==> src/rtl/pipe_ctrl_pkg.sv <==
// pipe_ctrl_pkg: shared state encoding and constants for the pipeline hazard controller
package pipe_ctrl_pkg;
  typedef enum logic [1:0] {IDLE, RUN, MD_WAIT} state_e;
  localparam logic [4:0] REG_ZERO = 5'd0;
endpackage

==> src/rtl/sat_counter.sv <==
// sat_counter: event counter that holds at all-ones instead of wrapping
module sat_counter #(
  parameter int W = 32
) (
  input  logic         clk_i,
  input  logic         rst_i,
  input  logic         inc_i,
  output logic [W-1:0] cnt_o
);
  logic [W-1:0] cnt_d, cnt_q;
  always_comb cnt_d = (inc_i && cnt_q != '1) ? cnt_q + W'(1) : cnt_q;
  always_ff @(posedge clk_i or negedge rst_i)
    if (!rst_i) cnt_q <= '0;
    else cnt_q <= cnt_d;
  assign cnt_o = cnt_q;
endmodule

==> src/rtl/pipe_hazard_ctrl.sv <==
// pipe_hazard_ctrl: stall/flush sequencer for load-use, taken-branch and multi-cycle mul/div hazards
module pipe_hazard_ctrl
  import pipe_ctrl_pkg::*;
#(
  parameter int MD_LATENCY = 4,
  parameter int CNT_W      = 32
) (
  input  logic             clk_i,
  input  logic             rst_i,
  input  logic             start_i,
  input  logic [4:0]       id_rs1_addr_i,
  input  logic [4:0]       id_rs2_addr_i,
  input  logic             id_uses_rs2_i,
  input  logic             idex_memread_i,
  input  logic [4:0]       idex_rd_addr_i,
  input  logic             id_branch_taken_i,
  input  logic             ex_md_valid_i,
  output logic             pc_write_o,
  output logic             if_id_write_o,
  output logic             if_id_flush_o,
  output logic             id_ex_write_o,
  output logic             id_ex_bubble_o,
  output logic             ex_mem_bubble_o,
  output logic             md_busy_o,
  output logic [CNT_W-1:0] stall_cnt_o,
  output logic [CNT_W-1:0] flush_cnt_o
);
  localparam int MC_W = $clog2(MD_LATENCY) + 1;
  localparam logic [MC_W-1:0] MD_INIT = MC_W'(MD_LATENCY > 1 ? MD_LATENCY - 2 : 0);
  state_e state_d, state_q;
  logic [MC_W-1:0] md_cnt_d, md_cnt_q;
  logic loaduse, freeze;
  assign loaduse = idex_memread_i && idex_rd_addr_i != REG_ZERO &&
                   (idex_rd_addr_i == id_rs1_addr_i || (id_uses_rs2_i && idex_rd_addr_i == id_rs2_addr_i));
  // the release cycle of MD_WAIT (md_cnt==0) falls through to the normal RUN hazard checks
  assign freeze = (state_q == RUN && ex_md_valid_i && MD_LATENCY > 1) ||
                  (state_q == MD_WAIT && md_cnt_q != '0);
  always_comb begin
    state_d         = state_q;
    md_cnt_d        = md_cnt_q;
    pc_write_o      = 1'b1;
    if_id_write_o   = 1'b1;
    if_id_flush_o   = 1'b0;
    id_ex_write_o   = 1'b1;
    id_ex_bubble_o  = 1'b0;
    ex_mem_bubble_o = 1'b0;
    md_busy_o       = 1'b0;
    if (state_q == IDLE) begin
      pc_write_o      = 1'b0;
      if_id_write_o   = 1'b0;
      id_ex_bubble_o  = 1'b1;
      ex_mem_bubble_o = 1'b1;
      state_d         = start_i ? RUN : IDLE;
    end else if (freeze) begin
      pc_write_o      = 1'b0;
      if_id_write_o   = 1'b0;
      id_ex_write_o   = 1'b0;
      ex_mem_bubble_o = 1'b1;
      md_busy_o       = 1'b1;
      state_d         = MD_WAIT;
      md_cnt_d        = state_q == RUN ? MD_INIT : md_cnt_q - MC_W'(1);
    end else begin
      state_d = RUN;
      if (loaduse) begin
        pc_write_o     = 1'b0;
        if_id_write_o  = 1'b0;
        id_ex_bubble_o = 1'b1;
      end else begin
        if_id_flush_o = id_branch_taken_i;
      end
    end
  end
  always_ff @(posedge clk_i or negedge rst_i)
    if (!rst_i) begin
      state_q  <= IDLE;
      md_cnt_q <= '0;
    end else begin
      state_q  <= state_d;
      md_cnt_q <= md_cnt_d;
    end
  sat_counter #(.W(CNT_W)) u_stall_cnt (
    .clk_i (clk_i),
    .rst_i (rst_i),
    .inc_i (state_q != IDLE && !pc_write_o),
    .cnt_o (stall_cnt_o)
  );
  sat_counter #(.W(CNT_W)) u_flush_cnt (
    .clk_i (clk_i),
    .rst_i (rst_i),
    .inc_i (if_id_flush_o),
    .cnt_o (flush_cnt_o)
  );
endmodule

==> config.mk <==
export PLATFORM = sky130hd
export DESIGN_NAME = pipe_hazard_ctrl
export DESIGN_NICKNAME = d
export VERILOG_FILES = /design/src/rtl/pipe_ctrl_pkg.sv /design/src/rtl/sat_counter.sv /design/src/rtl/pipe_hazard_ctrl.sv
export SDC_FILE = /design/constraint.sdc
export NUM_CORES = 1
export LEC_CHECK = 0
export ABC_CLOCK_PERIOD_IN_PS = 3180
export BUFFER_PORTS_ARGS = -buffer_cell sky130_fd_sc_hd__buf_2
export CAP_MARGIN = 20
export CORE_ASPECT_RATIO = 0.6
export CORE_MARGIN = 5
export CORE_UTILIZATION = 40
export CTS_BUF_LIST = sky130_fd_sc_hd__clkbuf_4 sky130_fd_sc_hd__clkbuf_8
export CTS_CLUSTER_DIAMETER = 50
export DETAILED_ROUTE_END_ITERATION = 8
export HOLD_SLACK_MARGIN = 0.15
export MAX_ROUTING_LAYER = met4
export PLACE_DENSITY = 0.61
export RECOVER_POWER = 100
export SYNTH_ARGS = -nofsm -noshare
export SYNTH_HDL_FRONTEND = slang
export SYNTH_SLANG_ARGS = --single-unit
==> constraint.sdc <==
create_clock -name clk_i -period 3.18 [get_ports clk_i]
set_input_delay 0.795 -clock clk_i [delete_from_list [all_inputs] [get_ports clk_i]]
set_output_delay 0.795 -clock clk_i [all_outputs]
set_load 0.1 [all_outputs]
After elaboration in Yosys (flattened, before gate mapping)
Cells that the tools add are included.
{ "op_classes": {"mux": 18, "n_eq_ne": 6, "bitwise": 1, "n_reduce_logical": 16, "n_addsub": 3} }
{ "op_table": {"columns": ["cell", "count"], "rows": [
  ["32-bit by 1-bit adder with 32-bit output, second input constant", 2],
  ["32-bit != test, second input constant", 2],
  ["1-bit two-way mux", 15],
  ["5-bit equality test", 2],
  ["1-bit logical AND", 8],
  ["5-bit nonzero test", 1],
  ["2-bit two-way mux", 2],
  ["3-bit two-way mux", 1],
  ["3-bit nonzero test", 1],
  ["3-bit by 1-bit subtractor with 3-bit output, second input constant", 1],
  ["2-bit by 1-bit equality test with 1-bit output, second input constant", 1],
  ["2-bit equality test, second input constant", 1],
  ["2-bit logical NOT", 1],
  ["1-bit logical OR", 2],
  ["2-bit AND reduction", 1],
  ["2-bit nonzero test", 1],
  ["1-bit logical NOT", 1],
  ["1-bit NOT", 1]
]} }
{ "totals": {"inputBits": 22, "register_bits": 69, "out_inout_bits": 71} }

Longest topological paths before layout
{ "logic_depth": {"word_depth": 10, "mapped_depth": 14, "mapped_depth_nobuf": 12} }

Modules after synthesis
From an unflattened synthesis, not the netlist that was laid out.
{ "hier_totals": {"cells_unflattened": 356, "area_unflattened_um2": 3696.0} }
{ "by_module_without_submodules": {"columns": ["module", "area_per_inst_um2", "n_inst", "cells_per_inst"], "rows": [
  ["sat_counter", 1624.1, 2, 151],
  ["pipe_hazard_ctrl", 447.9, 1, 54]
]} }

Worst setup path before layout
OpenSTA, ideal clock, no wires.
{ "synth_path": {"kind": "in2out", "startpoint": "input port ex_md_valid_i", "endpoint": "output port id_ex_bubble_o", "t_required_ps": 2385, "n_path_buf": 0, "path_slack_ps": -2552, "path_stages": 4, "t_arrival_ps": 4937, "path_cell_list": "nor2b_1 a21oi_1 inv_2 o22ai_1"} }
{ "synth_between": {"elab_chain_cells": 4} }
{ "synth_rtl": {"columns": ["item", "line", "source"], "rows": [
  ["start, declared", "pipe_hazard_ctrl.sv:17", "input logic ex_md_valid_i,"],
  ["1-bit logical AND", "pipe_hazard_ctrl.sv:36", "assign freeze = (state_q == RUN && ex_md_valid_i && MD_LATENCY > 1) ||"],
  ["1-bit logical OR", "pipe_hazard_ctrl.sv:36", null],
  ["1-bit two-way mux", "pipe_hazard_ctrl.sv:54", "end else if (freeze) begin"],
  ["1-bit two-way mux", "pipe_hazard_ctrl.sv:48", "if (state_q == IDLE) begin"],
  ["end, declared", "pipe_hazard_ctrl.sv:22", "output logic id_ex_bubble_o,"]
]} }
No other way between the ends.

Worst setup path in the final report
{ "layout_path": {"startpoint": "input port idex_rd_addr_i[1]", "endpoint": "output port if_id_flush_o"} }
{ "layout_between": {"elab_chain_cells": 7} }
{ "layout_rtl": {"columns": ["item", "line", "source"], "rows": [
  ["start, declared", "pipe_hazard_ctrl.sv:15", "input logic [4:0] idex_rd_addr_i,"],
  ["5-bit equality test", "pipe_hazard_ctrl.sv:34", "(idex_rd_addr_i == id_rs1_addr_i || (id_uses_rs2_i && idex_rd_addr_i == id_rs2_addr_i));"],
  ["1-bit logical AND", "pipe_hazard_ctrl.sv:34", null],
  ["1-bit logical OR", "pipe_hazard_ctrl.sv:34", null],
  ["1-bit logical AND (*)", "pipe_hazard_ctrl.sv:33", "assign loaduse = idex_memread_i && idex_rd_addr_i != REG_ZERO &&"],
  ["1-bit two-way mux (*)", "pipe_hazard_ctrl.sv:64", "if (loaduse) begin"],
  ["1-bit two-way mux (*)", "pipe_hazard_ctrl.sv:54", null],
  ["1-bit two-way mux (*)", "pipe_hazard_ctrl.sv:48", null],
  ["end, declared", "pipe_hazard_ctrl.sv:20", "output logic if_id_flush_o,"]
]} }
Every way passes the cells marked *; elsewhere a longest branch is shown, timed or not.

==> metrics <==
PostCTS Resize Cnt 0; setup TNS 0 ns; H-Tree Depth 3; WS Path Type in -> out; Worst Path Arrival 2.28 ns; RSZ-0062 raised after global routing no; WL per Instance 14.8 um; Routed WL 8.26 mm; vias per cell 4.99; Total Power 0.00304 W; crit path max fanout 5; Max Root-Sink Buffers 2; Synth Warn # 0; die width 131 um; dpl cell area 4230 um2; XOR/XNOR share of the synthesized area 17.6%; Fin Clk Skew 0.00783 ns; main flop type after synthesis dfrtp_1; setup violators final 0; antenna violations before repair 0; Avg Inst Size Synth 10.4 um2; simple-gate portion of the synthesized area 25.6%; largest family of logic cells by synthesized area simple AND/OR/NAND/NOR gates; Num CTS Buffers 9; async set-reset flop share out of synthesis 100%; cell area after synthesis 3540 um2; die area 10,900 um2; vias post-DR 2,786; Max Cap Violations 1; final instance area roughly 4200 um2; hold endpoint u_stall_cnt.cnt_o[26]; commonest cells after routing, fill and taps aside dfrtp_1, clkbuf_1, xnor2_1; Hold WS around 0.49 ns; Synth Area in Compound Gates 2.97%; slew at the pin closest to its max-slew limit about 1.8 ns; post-synthesis mux area share less than 1%; height of the die approximately 83 um; Final Max Tran Viols 32; number of synthesized flops with an enable pin 0; DRC Markers 0; Clock Sink Count 69; Leak Pwr 1.91 nW; leading cell type in the layout, fill and taps excluded dfrtp_1; # rows 26; Peak Freq 0.325 GHz; clock root cell clkbuf_8; post-route clock period utilization 96.8%; hold path start u_stall_cnt.cnt_o[26]; R2R Setup Slk about 0.34 ns; Post CTS Setup Buffer Count 0; R2R Path Start md_cnt_q[0]; clock-pin slew on the worst setup and hold paths 0.07 ns; post-route ant nets 0; Cells after Synth 340; vias in the first global route 2,828; DR iter-0 viols 126; hold_buf cts 0; post-synthesis register bit count between 60 and 70; outcome complete, but fails checks; All-Layer GR Usage 16.2%; syn nets 366; IO Port Bufs 92; largest net degree at the start of global routing 39; initial core utilization 41.4%; R2R Path End u_stall_cnt.cnt_o[18]; WHS Path Cells 1; Critical Path RT 2.38 ns; sequential area share after synthesis 48.7%; Clk Latency, worst-skew pair 0.35 ns; Post-Place Worst Slack 0.104 ns; largest cells by area after synthesis dfrtp_1, xnor2_1, xor2_1, nand3_1, nand2_1; failing checks capacitance limit, slew limit; core area 8560 um2; GPL Wtd Cong 0.874; Rel. slew slack -19.4%; layout net count 468; HPWL after DPL between 6 and 7 mm; Power per Cell Area 721 nW/um2; HP Class reg -> reg; P&R area growth vs syn 18.8%; post-synth top area cell dfrtp_1; layout cells sized above 1 about an eighth; Hold Fails Final Rpt 0; GRT overflow 0; Synth cell types 45; setup ws final 0.103 ns; Critical Path Source Type input pin; Synth Area in Adders 1.41%; drt pass-1 iters 4; IO Count just over 90; share of the synthesized area in the top cell type 48.7%; worst reg2reg path depth 12; Worst setup EP type primary output; crit path time final 3.08 ns; first-pass GRT wire length 14.3 mm; diode count 0; CTS tree done; Worst VDD drop 0.000643 V
[kinds of logic after synthesis]
| group | Yosys count |
|---|---|
| xor gates and xnor gates | 71 |
| AOI/OAI and AO/OA | 15 |
| and+or+nand+nor | 158 |
| adders and majority gates | 4 |
| DFF | 69 |
| buffers and inverters | 21 |
| muxes | 2 |
[worst max path at each step]
stage	start	end	cells after the start
2_1_floorplan	ex_md_valid_i	id_ex_bubble_o	4
3_3_place_gp	idex_rd_addr_i[1]	if_id_flush_o	7
3_5_place_dp	idex_rd_addr_i[1]	if_id_flush_o	7
4_1_cts	idex_rd_addr_i[1]	if_id_flush_o	7
5_1_grt	idex_rd_addr_i[1]	if_id_flush_o	7
6_report	idex_rd_addr_i[1]	if_id_flush_o	7
[synthesized netlist by cell type (4+ instances only)]
library cell  instances
a21oi_1               4
nor3_2                5
nand2_1              30
xnor2_1              45
xor2_1               26
ha_1                  4
nor4_1                4
nand3_2               5
nor2_1               22
nand4_1              17
and3_1               14
dfrtp_1              69
nor3_1               12
nand3_1              27
inv_1                14
[per-layer routing]
layer / global-route usage (%) / share of wire, %
met1: 21.7 / 50
met2: 23.6 / 44
met3: 5.86 / 5.6
met4: 3.64 / 0.63
met5: - / 0
[area by class of cell]
type | instances | area [um2]
inverters | 15 | 58.8
clock buffers | 13 | 160
well taps | 112 | 140
clock inverters | 2 | 10.0
flip-flops and latches | 69 | 1730
repair buffers | 97 | 459
fillers | 862 | 4350
multi-input cells | 250 | 1650
[sequential cells by signal (all words and copies together), names as in the netlist]
name               count
u_flush_cnt.cnt_o     32
u_stall_cnt.cnt_o     32
md_cnt_q               3
state_q                2
[report_power, final]
group / internal (W) / total (W) / switching, W
Combinational: 0.000265 / 0.00131 / 0.00105
Clock: 0.000324 / 0.000642 / 0.000318
Sequential: 0.000966 / 0.00108 / 0.000117
Total: 0.00155 / 0.00304 / 0.00148
[metrics by stage]
step,utilization (%),std cells
floorplan,-,340
global route,49.2,558
CTS,51.4,558
global placement,49.4,543
finish,49.2,558
detailed placement,49.4,543
[critical path, stage by stage]
cell     delay [ns]
buf_2          0.12
or4_1          0.51
o21a_1         0.21
o21ai_2        0.12
nand2_1        0.11
inv_1          0.20
buf_12         0.21
Power figures use the tool's default switching activity.
